`src/rtl/top_core_isqrt_pkg.sv`:
```
// Shared types and default widths for the integer square-root block.
//   state_e    : FSM state encoding (idle, iterating, result pending)
//   IN_W_DEF   : default radicand width
//   OUT_W_DEF  : default root width (half the radicand width)
package top_core_isqrt_pkg;

  localparam int unsigned IN_W_DEF  = 8;
  localparam int unsigned OUT_W_DEF = IN_W_DEF / 2;

  typedef enum logic [1:0] {
    StIdle = 2'd0,
    StCalc = 2'd1,
    StDone = 2'd2
  } state_e;

endpackage

```
`src/rtl/isqrt_step.sv`:
```
// One digit of a restoring binary square root. Purely combinational.
//   root     : partial root so far
//   rem      : partial remainder so far
//   pair     : next two radicand bits, most significant pair first
//   root_nxt : partial root with one more result bit appended
//   rem_nxt  : updated partial remainder
module isqrt_step #(
  parameter int unsigned OUT_W = 4
) (
  input  logic [OUT_W-1:0] root,
  input  logic [OUT_W+1:0] rem,
  input  logic [1:0]       pair,
  output logic [OUT_W-1:0] root_nxt,
  output logic [OUT_W+1:0] rem_nxt
);

  logic [OUT_W+1:0] r_sh;
  logic [OUT_W+1:0] trial;
  logic             ge;

  // The partial remainder never exceeds 2*root, so its top two bits are always
  // zero on entry and can be shifted out without losing information.
  logic unused_rem_hi;
  assign unused_rem_hi = ^rem[OUT_W+1:OUT_W];

  always_comb begin
    r_sh     = {rem[OUT_W-1:0], pair};
    trial    = {root, 2'b01};
    ge       = (r_sh >= trial);
    rem_nxt  = ge ? (r_sh - trial) : r_sh;
    root_nxt = (root << 1) | OUT_W'(ge);
  end

endmodule

```
`src/rtl/top_core_isqrt.sv`:
```
// Iterative integer square root: n = floor(sqrt(n2)), rem = n2 - n*n.
// One result bit per clock, valid/ready handshakes on both sides.
//   clk, rst  : clock and synchronous active-high reset
//   in_valid  : n2 is valid this cycle
//   in_ready  : block accepts n2 (only while idle)
//   n2        : radicand, IN_W bits (IN_W must be even and >= 2)
//   out_valid : n/rem valid, held until out_ready
//   out_ready : consumer accepts the result
//   n         : root, IN_W/2 bits
//   rem       : remainder, IN_W/2+1 bits
module top_core_isqrt
  import top_core_isqrt_pkg::*;
#(
  parameter  int unsigned IN_W  = IN_W_DEF,
  localparam int unsigned OUT_W = IN_W / 2
) (
  input  logic             clk,
  input  logic             rst,
  input  logic             in_valid,
  output logic             in_ready,
  input  logic [IN_W-1:0]  n2,
  output logic             out_valid,
  input  logic             out_ready,
  output logic [OUT_W-1:0] n,
  output logic [OUT_W:0]   rem
);

  localparam int unsigned CNT_W = (OUT_W > 1) ? $clog2(OUT_W) : 1;

  state_e           state_q;
  logic [IN_W-1:0]  n2_q;
  logic [CNT_W-1:0] cnt_q;
  logic [OUT_W-1:0] root_q;
  logic [OUT_W+1:0] part_rem_q;
  logic [OUT_W-1:0] n_q;
  logic [OUT_W:0]   rem_q;
  logic             in_ready_q;
  logic             out_valid_q;

  logic [1:0]       pair;
  logic [OUT_W-1:0] root_nxt;
  logic [OUT_W+1:0] rem_nxt;

  // The final remainder is bounded by 2*n, so the top bit is always zero.
  logic unused_rem_nxt_hi;
  assign unused_rem_nxt_hi = rem_nxt[OUT_W+1];

  assign pair = n2_q[{cnt_q, 1'b0} +: 2];

  isqrt_step #(
    .OUT_W (OUT_W)
  ) u_step (
    .root     (root_q),
    .rem      (part_rem_q),
    .pair     (pair),
    .root_nxt (root_nxt),
    .rem_nxt  (rem_nxt)
  );

  always_ff @(posedge clk) begin
    if (rst) begin
      state_q     <= StIdle;
      n2_q        <= '0;
      cnt_q       <= '0;
      root_q      <= '0;
      part_rem_q  <= '0;
      n_q         <= '0;
      rem_q       <= '0;
      in_ready_q  <= 1'b1;
      out_valid_q <= 1'b0;
    end else begin
      unique case (state_q)
        StIdle: begin
          if (in_valid) begin
            n2_q       <= n2;
            root_q     <= '0;
            part_rem_q <= '0;
            cnt_q      <= CNT_W'(OUT_W - 1);
            in_ready_q <= 1'b0;
            state_q    <= StCalc;
          end
        end
        StCalc: begin
          root_q     <= root_nxt;
          part_rem_q <= rem_nxt;
          if (cnt_q == '0) begin
            n_q         <= root_nxt;
            rem_q       <= rem_nxt[OUT_W:0];
            out_valid_q <= 1'b1;
            state_q     <= StDone;
          end else begin
            cnt_q <= cnt_q - 1'b1;
          end
        end
        StDone: begin
          if (out_ready) begin
            out_valid_q <= 1'b0;
            in_ready_q  <= 1'b1;
            state_q     <= StIdle;
          end
        end
        default: begin
          out_valid_q <= 1'b0;
          in_ready_q  <= 1'b1;
          state_q     <= StIdle;
        end
      endcase
    end
  end

  assign in_ready  = in_ready_q;
  assign out_valid = out_valid_q;
  assign n         = n_q;
  assign rem       = rem_q;

endmodule
```
`config.mk`:
```
export PLATFORM = sky130hd
export DESIGN_NAME = top_core_isqrt
export DESIGN_NICKNAME = d
export VERILOG_FILES = /design/src/rtl/top_core_isqrt_pkg.sv /design/src/rtl/isqrt_step.sv /design/src/rtl/top_core_isqrt.sv
export SDC_FILE = /design/constraint.sdc
export NUM_CORES = 1
export LEC_CHECK = 0
export ABC_AREA = 0
export BUFFER_PORTS_ARGS = -buffer_cell sky130_fd_sc_hd__buf_2
export CAP_MARGIN = 20
export CORE_MARGIN = 2
export CORE_UTILIZATION = 45
export DETAILED_ROUTE_END_ITERATION = 7
export GPL_TIMING_DRIVEN = 0
export HOLD_SLACK_MARGIN = 0.12
export PLACE_DENSITY_LB_ADDON = 0.25
export SKIP_LAST_GASP = 1
export SLEW_MARGIN = 0
export SYNTH_ARGS = -nofsm -noshare
export SYNTH_HDL_FRONTEND = slang
export SYNTH_SLANG_ARGS = --single-unit
```
`constraint.sdc`:
```
create_clock -name clk -period 6.87 [get_ports clk]
set_input_delay 1.0305 -clock clk [delete_from_list [all_inputs] [get_ports clk]]
set_output_delay 1.0305 -clock clk [all_outputs]
set_load 0.02 [all_outputs]
```
Word-level counts from Yosys, hierarchy flattened --
Index checks and enable logic that the tools add are counted.
Word-level totals: output and inout bits 11, input port bits 12, word-level logic and storage cells 50, flip-flop bits (word level) 31
Operators by class: equal/unequal tests 6, magnitude comparators 1, multiplexer cells 18, reductions and logical operators 10, add/subtract/negate cells 2, shift operators 1, bitwise gates (word level) 3
Operator list (number):
- one-hot mux 4 bit (2 select lines) | 2
- AND reduction 3 bit | 4
- two-way mux 2 bit | 5
- two-way mux 4 bit | 2
- inequality test 2 bit (second input constant) | 4
- variable part select 8 x 4 -> 2 bit | 1
- greater-or-equal comparator 6 bit | 1
- one-hot mux 1 bit (3 select lines) | 2
- one-hot mux 2 bit (3 select lines) | 1
- AND reduction 2 bit | 3
- two-way mux 5 bit | 1
- subtractor 5 bit | 1
- zero test 2 bit | 2
- two-way mux 1 bit | 4
- OR 4 x 1 -> 4 bit | 1
- one-hot mux 2 bit (2 select lines) | 1
- == test 2 x 1 -> 1 bit (second input constant) | 1
- == test 2 bit (second input constant) | 1
- inverter 1 bit | 2
- nonzero test 2 bit | 1
- subtractor 2 x 1 -> 2 bit (second input constant) | 1

Longest topological paths before layout --
Gate-level depths: netlist of run 1.
depth in word-level cells 4, mapped depth 9, mapped depth without buffers 9

Hierarchy --
Synthesis of run 1 repeated with hierarchy kept, for this count alone.
Unflattened totals: cells, all modules 177, area, all modules 1657.8 um^2
Modules (own cells, without submodules):
- top_core_isqrt | area an instance 1301.2 um^2, cells each 135, times used 1
- isqrt_step | area an instance 356.6 um^2, cells each 42, times used 1

Worst setup path after synthesis of run 1 --
OpenSTA, ideal clock, no wires.
kind reg2reg, start point register cnt_q[0], end point register part_rem_q[2], setup slack 4426 ps, arrival time 2316 ps, buffers on the path 0, stages on the path, launching flop included 10, data required time 6742 ps, path through dfxtp_1 > mux4_2 > inv_1 > ha_1 > nor2b_1 > o31a_1 > o22ai_4 > mux2_2 > a22oi_1 > nor2_1
Between the ends: word-level cells in the longest chain between the ends 4, elaborated cells between the ends (all ways) 5, classes of those cells add/sub: 1; order compare: 1; shift: 1; mux: 2
Ends and longest elaborated chain:
- start, declared | line top_core_isqrt.sv:32 | logic [CNT_W-1:0] cnt_q;
- start signal, assigned | line top_core_isqrt.sv:78 | cnt_q <= CNT_W'(OUT_W - 1);
- start signal, assigned | line top_core_isqrt.sv:92 | cnt_q <= cnt_q - 1'b1;
- variable part select 8 x 4 -> 2 bit * | line top_core_isqrt.sv:48 | assign pair = n2_q[{cnt_q, 1'b0} +: 2];
- subtractor 5 bit / greater-or-equal comparator 6 bit (equally long branches) | line isqrt_step.sv:30, isqrt_step.sv:29
- two-way mux 5 bit * | line isqrt_step.sv:30 | rem_nxt = ge ? (r_sh - trial) : r_sh;
- one-hot mux 4 bit (2 select lines) * | line top_core_isqrt.sv:72 | unique case (state_q)
- end signal, assigned | line top_core_isqrt.sv:85 | part_rem_q <= rem_nxt;
- end, declared | line top_core_isqrt.sv:34 | logic [OUT_W+1:0] part_rem_q;
Every way passes the cells marked *; elsewhere a longest branch is shown, timed or not. A chain may end at the register's enable or synchronous reset.

Final worst setup path of run 1 --
Same ends and word-level chain as after synthesis.

==> results of run 1 <==
## layout make-up
type / count / area [sq um] / area share
Buffer: 6 / 27.5 / 0.0163
Multi-Input combinational cell: 113 / 744 / 0.441
Timing Repair Buffer: 22 / 110 / 0.0652
Tap cell: 44 / 55.1 / 0.0326
Clock inverter: 2 / 35.0 / 0.0207
Clock buffer: 6 / 51.3 / 0.0304
Sequential cell: 31 / 621 / 0.367
Inverter: 12 / 45.0 / 0.0267
## per-stage QoR
stage          cells  instance area [sq um]  setup WS, ps
6_report         236                   1690          4200
5_1_grt          236                   1690          4000
4_1_cts          236                   1690          4200
3_5_place_dp     228                   1600          4220
3_3_place_gp     228                   1600          4230
2_1_floorplan    162                   1440          4430
## worst paths after layout
kind                         start  slack [ps]                         end  cells past startpoint
max          cnt_q[0]$_SDFFE_PP0P_        4200  part_rem_q[2]$_SDFFE_PP0P_                      9
min            rem[4]$_SDFFE_PP0P_         460         rem[4]$_SDFFE_PP0P_                      2
max reg2reg  cnt_q[0]$_SDFFE_PP0P_        4200  part_rem_q[2]$_SDFFE_PP0P_                      9
min reg2reg    rem[4]$_SDFFE_PP0P_         460         rem[4]$_SDFFE_PP0P_                      2
## power breakdown
part           switching, mW  internal [mW]
clock                 0.0635         0.0860
sequential            0.0114          0.196
combinational         0.0883         0.0703
## critical path: cells and delay by family, from the launching register on
| kind | cells | cell delay (ps) |
|---|---|---|
| compound gates | 3 | 720 |
| buf+inv | 1 | 90 |
| flops | 1 | 460 |
| fa+ha+maj | 1 | 170 |
| mux | 2 | 1000 |
| simple gates | 2 | 120 |
## flip-flops by register name, summed over array words and instances (netlist names)
signal / flops
state_q: 2
n: 4
n2_q: 8
root_q: 4
cnt_q: 2
rem: 5
out_valid: 1
in_ready: 1
part_rem_q: 4
## synthesized netlist by cell type, drive strengths merged
master and instances:
a211o 1, a211oi 3, a21oi 12, a22oi 6, and2 1, buf 2, clkbuf 4, dfxtp 31
ha 7, inv 12, mux2 1, mux2i 10, mux4 2, nand2 15, nand2b 2, nand3 2
nand4 1, nor2 26, nor2b 2, nor3 6, nor3b 2, o21a 3, o21ai 5, o22ai 3
o31a 1, xnor2 2
## metal layers
layer / track usage / wire length [um]
met1: 0.211 / 1340
met3: 0.0597 / 127
met5: 0 / 0
met2: 0.304 / 1400
met4: 0.0932 / 64
## kinds of logic (layout without fill, tap and decap cells)
| kind of cell | after synthesis | count (layout) | share of synthesized area |
|---|---|---|---|
| AND/OR/NAND/NOR | 57 | 57 | 0.177 |
| AO/OA/AOI/OAI | 34 | 34 | 0.159 |
| flip-flops | 31 | 31 | 0.432 |
| buffers and inverters | 18 | 48 | 0.0505 |
| multiplexers | 13 | 13 | 0.109 |
| adder cells (fa/ha/maj) | 7 | 7 | 0.0609 |
| XOR/XNOR | 2 | 2 | 0.0122 |
==> results.yml, run 1 <==
outcome:
  status: "completed"
cts:
  hold_buffers: 0
  clk_transition_reported_paths_ps: 100
  cts.path.max_buffers: 2
  numCtsBuffers: 5
  cts_root_buffer: "clkbuf_4"
  cts_resized: 0
  post-cts-setup-buffers: 0
  worst_skew_pair.late_latency_ps: 330
  htreeDepth: 2
  clock_sinks: 31
  cts_tree: "done"
flow_run:
  maxCapViolCount: 0
synth:
  synthTopCellsByArea: "dfxtp_1 (43%), mux2i_1 (7.0%), nor2_1 (6.5%), ha_1 (6.1%), a21oi_1 (4.2%)"
  synth_top_area_cell: "dfxtp_1"
  synth-seq-cells: 31
  avgSynthCellArea_sq_um: 8.87
  synthCells: 162
  syn_area_sq_um: 1440
  ys_warn_count: 0
  seq_area_frac_synth: 0.432
  yosysUniqueCellTypes: 32
  yosysTopAreaCellShare: 0.432
  synth_nets: 181
setup_path:
  cp-end-kind: "flop"
  cp_data_required_time_ps: 7090
  path_class: "flop to flop"
  start_kind: "flop"
  critPathSlowestCell: "mux4_2"
  crit_chain: "mux4_2 > inv_1 > ha_1 > nor2b_1 > o31a_1 > o22ai_4 > mux2_2 > a22oi_1 > nor2_1"
  critPathArrivalTime_ps: 2890
  critPathMaxFanout: 7
  slowest_delay_ps: 600
finish:
  area_growth_pct: 17.5
  finalNetCount: 210
  nFillCells: 302
  drive_gt1_frac: 0.203
  antenna_cells: 0
  final_cell_mix: "dfxtp_1 (31), nor2_1 (25), buf_2 (23)"
  fin_util: 0.553
  mostFrequentLayoutCell: "dfxtp_1"
power:
  power.total_mw: 0.515
  ir_worst_vdd_mv: 0.244
  power.density_nw_per_um2: 305
  leakage_nw: 0.707
timing:
  slew_viol_final: 0
  fin_worst_skew_ps: 10.9
  timing.fmax_ghz: 0.374
  fin_tns_setup_ps: 0
  worst_pin_slew_ps: 598
  rsz0062_at_grt: "no"
  hold_viol_final: 0
  max_slew_margin: 0.599
  holdWs_ps: 456
  post-route-period-util: 0.389
  period_needed_ps: 2670
  setup_viol: 0
placement:
  detailed_place_hpwl_um: 2200
  place.gp.congestion: 0.793
  numPortBuffers: 22
global_routing:
  grtUsageTotal: 0.183
  grt_pass1_vias: 1155
  grt_overflow_total: 0
  antenna_found_initial: 0
  grt_pass1_wl_um: 4910
  grt_max_degree: 11
detailed_routing:
  via_count: 1195
  routed_via_density: 5.06
  first_pass_iters: 4
  ant_nets: 0
  avgRoutedWirePerCell_um: 12.4
  drt_iter0_markers: 47
  wirelength_um: 2940
  drcViolationCount: 0
floorplan:
  die_h_um: 60.5
  start_util: 0.471
  io_pins: 23
  die_w_um: 60.5
  rows: 20
  design.die.area_sq_um: 3660
  core_sq_um: 3050
worst_hold_path:
  min_path_type: "flop to flop"
No activity file was read; power rests on OpenSTA's default activity.
==> run 2, diff against run 1 <==
==> constraint.sdc (replaced) <==
create_clock -name clk -period 2.6 [get_ports clk]
set_input_delay 0.39 -clock clk [delete_from_list [all_inputs] [get_ports clk]]
set_output_delay 0.39 -clock clk [all_outputs]
set_load 0.02 [all_outputs]
==> run 2 against run 1 <==
  * Combinational power grew to 3.2 times the previous value
  * Worst hold slack worse by 170 ps
  * Via count rose by 1.3%
  * Sequential cell count unchanged
  * Clock skew rose by 1.2 ps
  * Clock power grew to 2.7 times the previous value
  * Non-clock buffer count increased by 5
  * Critical path type unchanged
  * Largest cell class unchanged
  * Design area rose by 2.9%
  * Critical path depth stayed put
  * Global-route usage up 0.31 points
==> results.yml, run 2 (synthesis results as in run 1) <==
outcome:
  status: "completed"
timing:
  max_slew_margin: 0.583
  slew_viol_final: 0
  fin_worst_skew_ps: 12.2
  period_needed_ps: 2450
  worst_pin_slew_ps: 621
  post-route-period-util: 0.942
  hold_viol_final: 0
  setup_viol: 0
  rsz0062_at_grt: "yes"
  timing.fmax_ghz: 0.408
power:
  internal_power_mw: 0.998
  p_seq_frac: 0.378
  leakage_nw: 0.733
  p_comb_frac: 0.350
  pwr-share-clk: 0.272
  ir_worst_vdd_mv: 0.688
  power.density_nw_per_um2: 835
  switching_power_mw: 0.453
  swShare: 0.312
detailed_routing:
  avgRoutedWirePerCell_um: 12.7
  routed_via_density: 5.02
  drcViolationCount: 0
  drt_iter0_markers: 29
  via_count: 1211
  ant_nets: 0
  first_pass_iters: 4
  wirelength_um: 3070
placement:
  placed_cell_area_sq_um: 1600
  place.gp.congestion: 0.793
  detailed_place_hpwl_um: 2200
  numPortBuffers: 22
worst_hold_path:
  hold_depth: 2
  hp-start: "rst"
  min_path_type: "primary input to flop"
  holdPathEnd: "in_ready$_SDFFE_PP1P_"
cts:
  clk_transition_reported_paths_ps: 110
  numCtsBuffers: 5
  cts.path.max_buffers: 2
  hold_buffers: 0
  clock_sinks: 31
  worst_skew_pair.late_latency_ps: 330
  cts_tree: "done"
  htreeDepth: 2
  cts_root_buffer: "clkbuf_4"
setup_path:
  slowest_delay_ps: 560
  rrSetupSlack_ps: 150
  start_kind: "flop"
  r2r_start: "cnt_q[0]$_SDFFE_PP0P_"
  timing.critical_path.max_delay_family: "multiplexers"
  reg2reg_depth: 9
  cp_data_required_time_ps: 2820
  startpoint: "cnt_q[0]$_SDFFE_PP0P_"
  critPathArrivalTime_ps: 2670
  critPathSlowestCell: "mux4_2"
  crit_chain: "mux4_2 > inv_1 > ha_1 > nor2b_1 > o31a_1 > o22ai_4 > mux2_4 > a22oi_1 > nor2_1"
  crit_buf_inv: 1
  rr_endpoint: "part_rem_q[2]$_SDFFE_PP0P_"
  critPathMaxFanout: 5
  cp-end-kind: "flop"
  path_class: "flop to flop"
floorplan:
  core_sq_um: 3050
  start_util: 0.471
  die_h_um: 60.5
  io_pins: 23
  rows: 20
  die_w_um: 60.5
  design.die.area_sq_um: 3660
global_routing:
  grt_pass1_vias: 1193
  grt_overflow_total: 0
  antenna_found_initial: 0
  grtUsageTotal: 0.186
  grt_pass1_wl_um: 4990
  grt_max_degree: 11
finish:
  fin_util: 0.569
  antenna_cells: 0
  area_growth_pct: 20.9
  regMostFlops: "n2_q"
  final_cell_mix: "dfxtp_1 (30), nor2_1 (25), buf_2 (23)"
  nFillCells: 295
  finalNetCount: 215
  largest_reg_flops: 8
  drive_gt1_frac: 0.239
  final_cell_area_sq_um: 1740
  mostFrequentLayoutCell: "dfxtp_1"
flow_run:
  maxCapViolCount: 0
run 2: cell types whose count changed in the layout (fill, tap and decap cells not counted):
cell / previous run / this run
inv_2: 0 / 1
inv_1: 12 / 11
mux2_4: 0 / 1
dfxtp_1: 31 / 30
buf_4: 1 / 6
mux2_2: 1 / 0
mux2i_1: 10 / 9
dfxtp_4: 0 / 1
mux2i_2: 0 / 1
run 2: how the worst max path moves through the flow:
stage	endpoint	slack, ps	cells after the start
after floorplan	part_rem_q[2]$_SDFFE_PP0P_	160	9
after CTS	part_rem_q[2]$_SDFFE_PP0P_	30	9
after global placement	part_rem_q[2]$_SDFFE_PP0P_	-40	9
after global routing	rem[1]$_SDFFE_PP0P_	-40	9
final	part_rem_q[2]$_SDFFE_PP0P_	150	9
after detailed placement	part_rem_q[2]$_SDFFE_PP0P_	-50	9
run 2: timing repair:
item	CTS	global route
cloned	0	0
pin swaps	1	1
gates resized for setup	0	5
setup buffers	3	2
hold endpoints to repair	0	0
endpoints found under the setup margin	2	7
run 2: power groups by stage:
stage               clock (mW)  sequential (mW)  combinational, mW
global placement             0            0.556              0.412
detailed placement           0            0.558              0.418
CTS                      0.403            0.547              0.467
finish                   0.395            0.548              0.507
floorplan                    0            0.568              0.317
global route             0.425            0.554              0.559
run 2: cell type report:
cell class	count	area, sq um	share of cell area
clock buffer	6	51.3	0.0295
clock inverter	2	35.0	0.0202
sequential	31	624	0.359
buffer	6	27.5	0.0158
inverter	12	45.0	0.0259
timing repair buffer	27	148	0.0850
multi-input combinational	113	752	0.433
tap	44	55.1	0.0317
run 2: per-stage QoR:
stage	power (mW)	TNS, ps	setup slack, ps	std cells	hold slack, ps
2_1_floorplan	0.884	0	156	162	436
3_3_place_gp	0.968	-67.5	-41.6	228	439
3_5_place_dp	0.976	-70.1	-49.0	228	445
4_1_cts	1.42	0	27.1	239	279
5_1_grt	1.54	-38.0	-38.0	241	288
6_report	1.45	0	151	241	286
run 2: metal layers:
layer	track usage	routed length, um	up-vias	share of wire
li1	-	-	622	-
met2	0.312	1510	25	0.49
met5	0	0	-	0
met1	0.212	1400	559	0.46
met4	0.0994	36	0	0.012
met3	0.0576	117	5	0.038
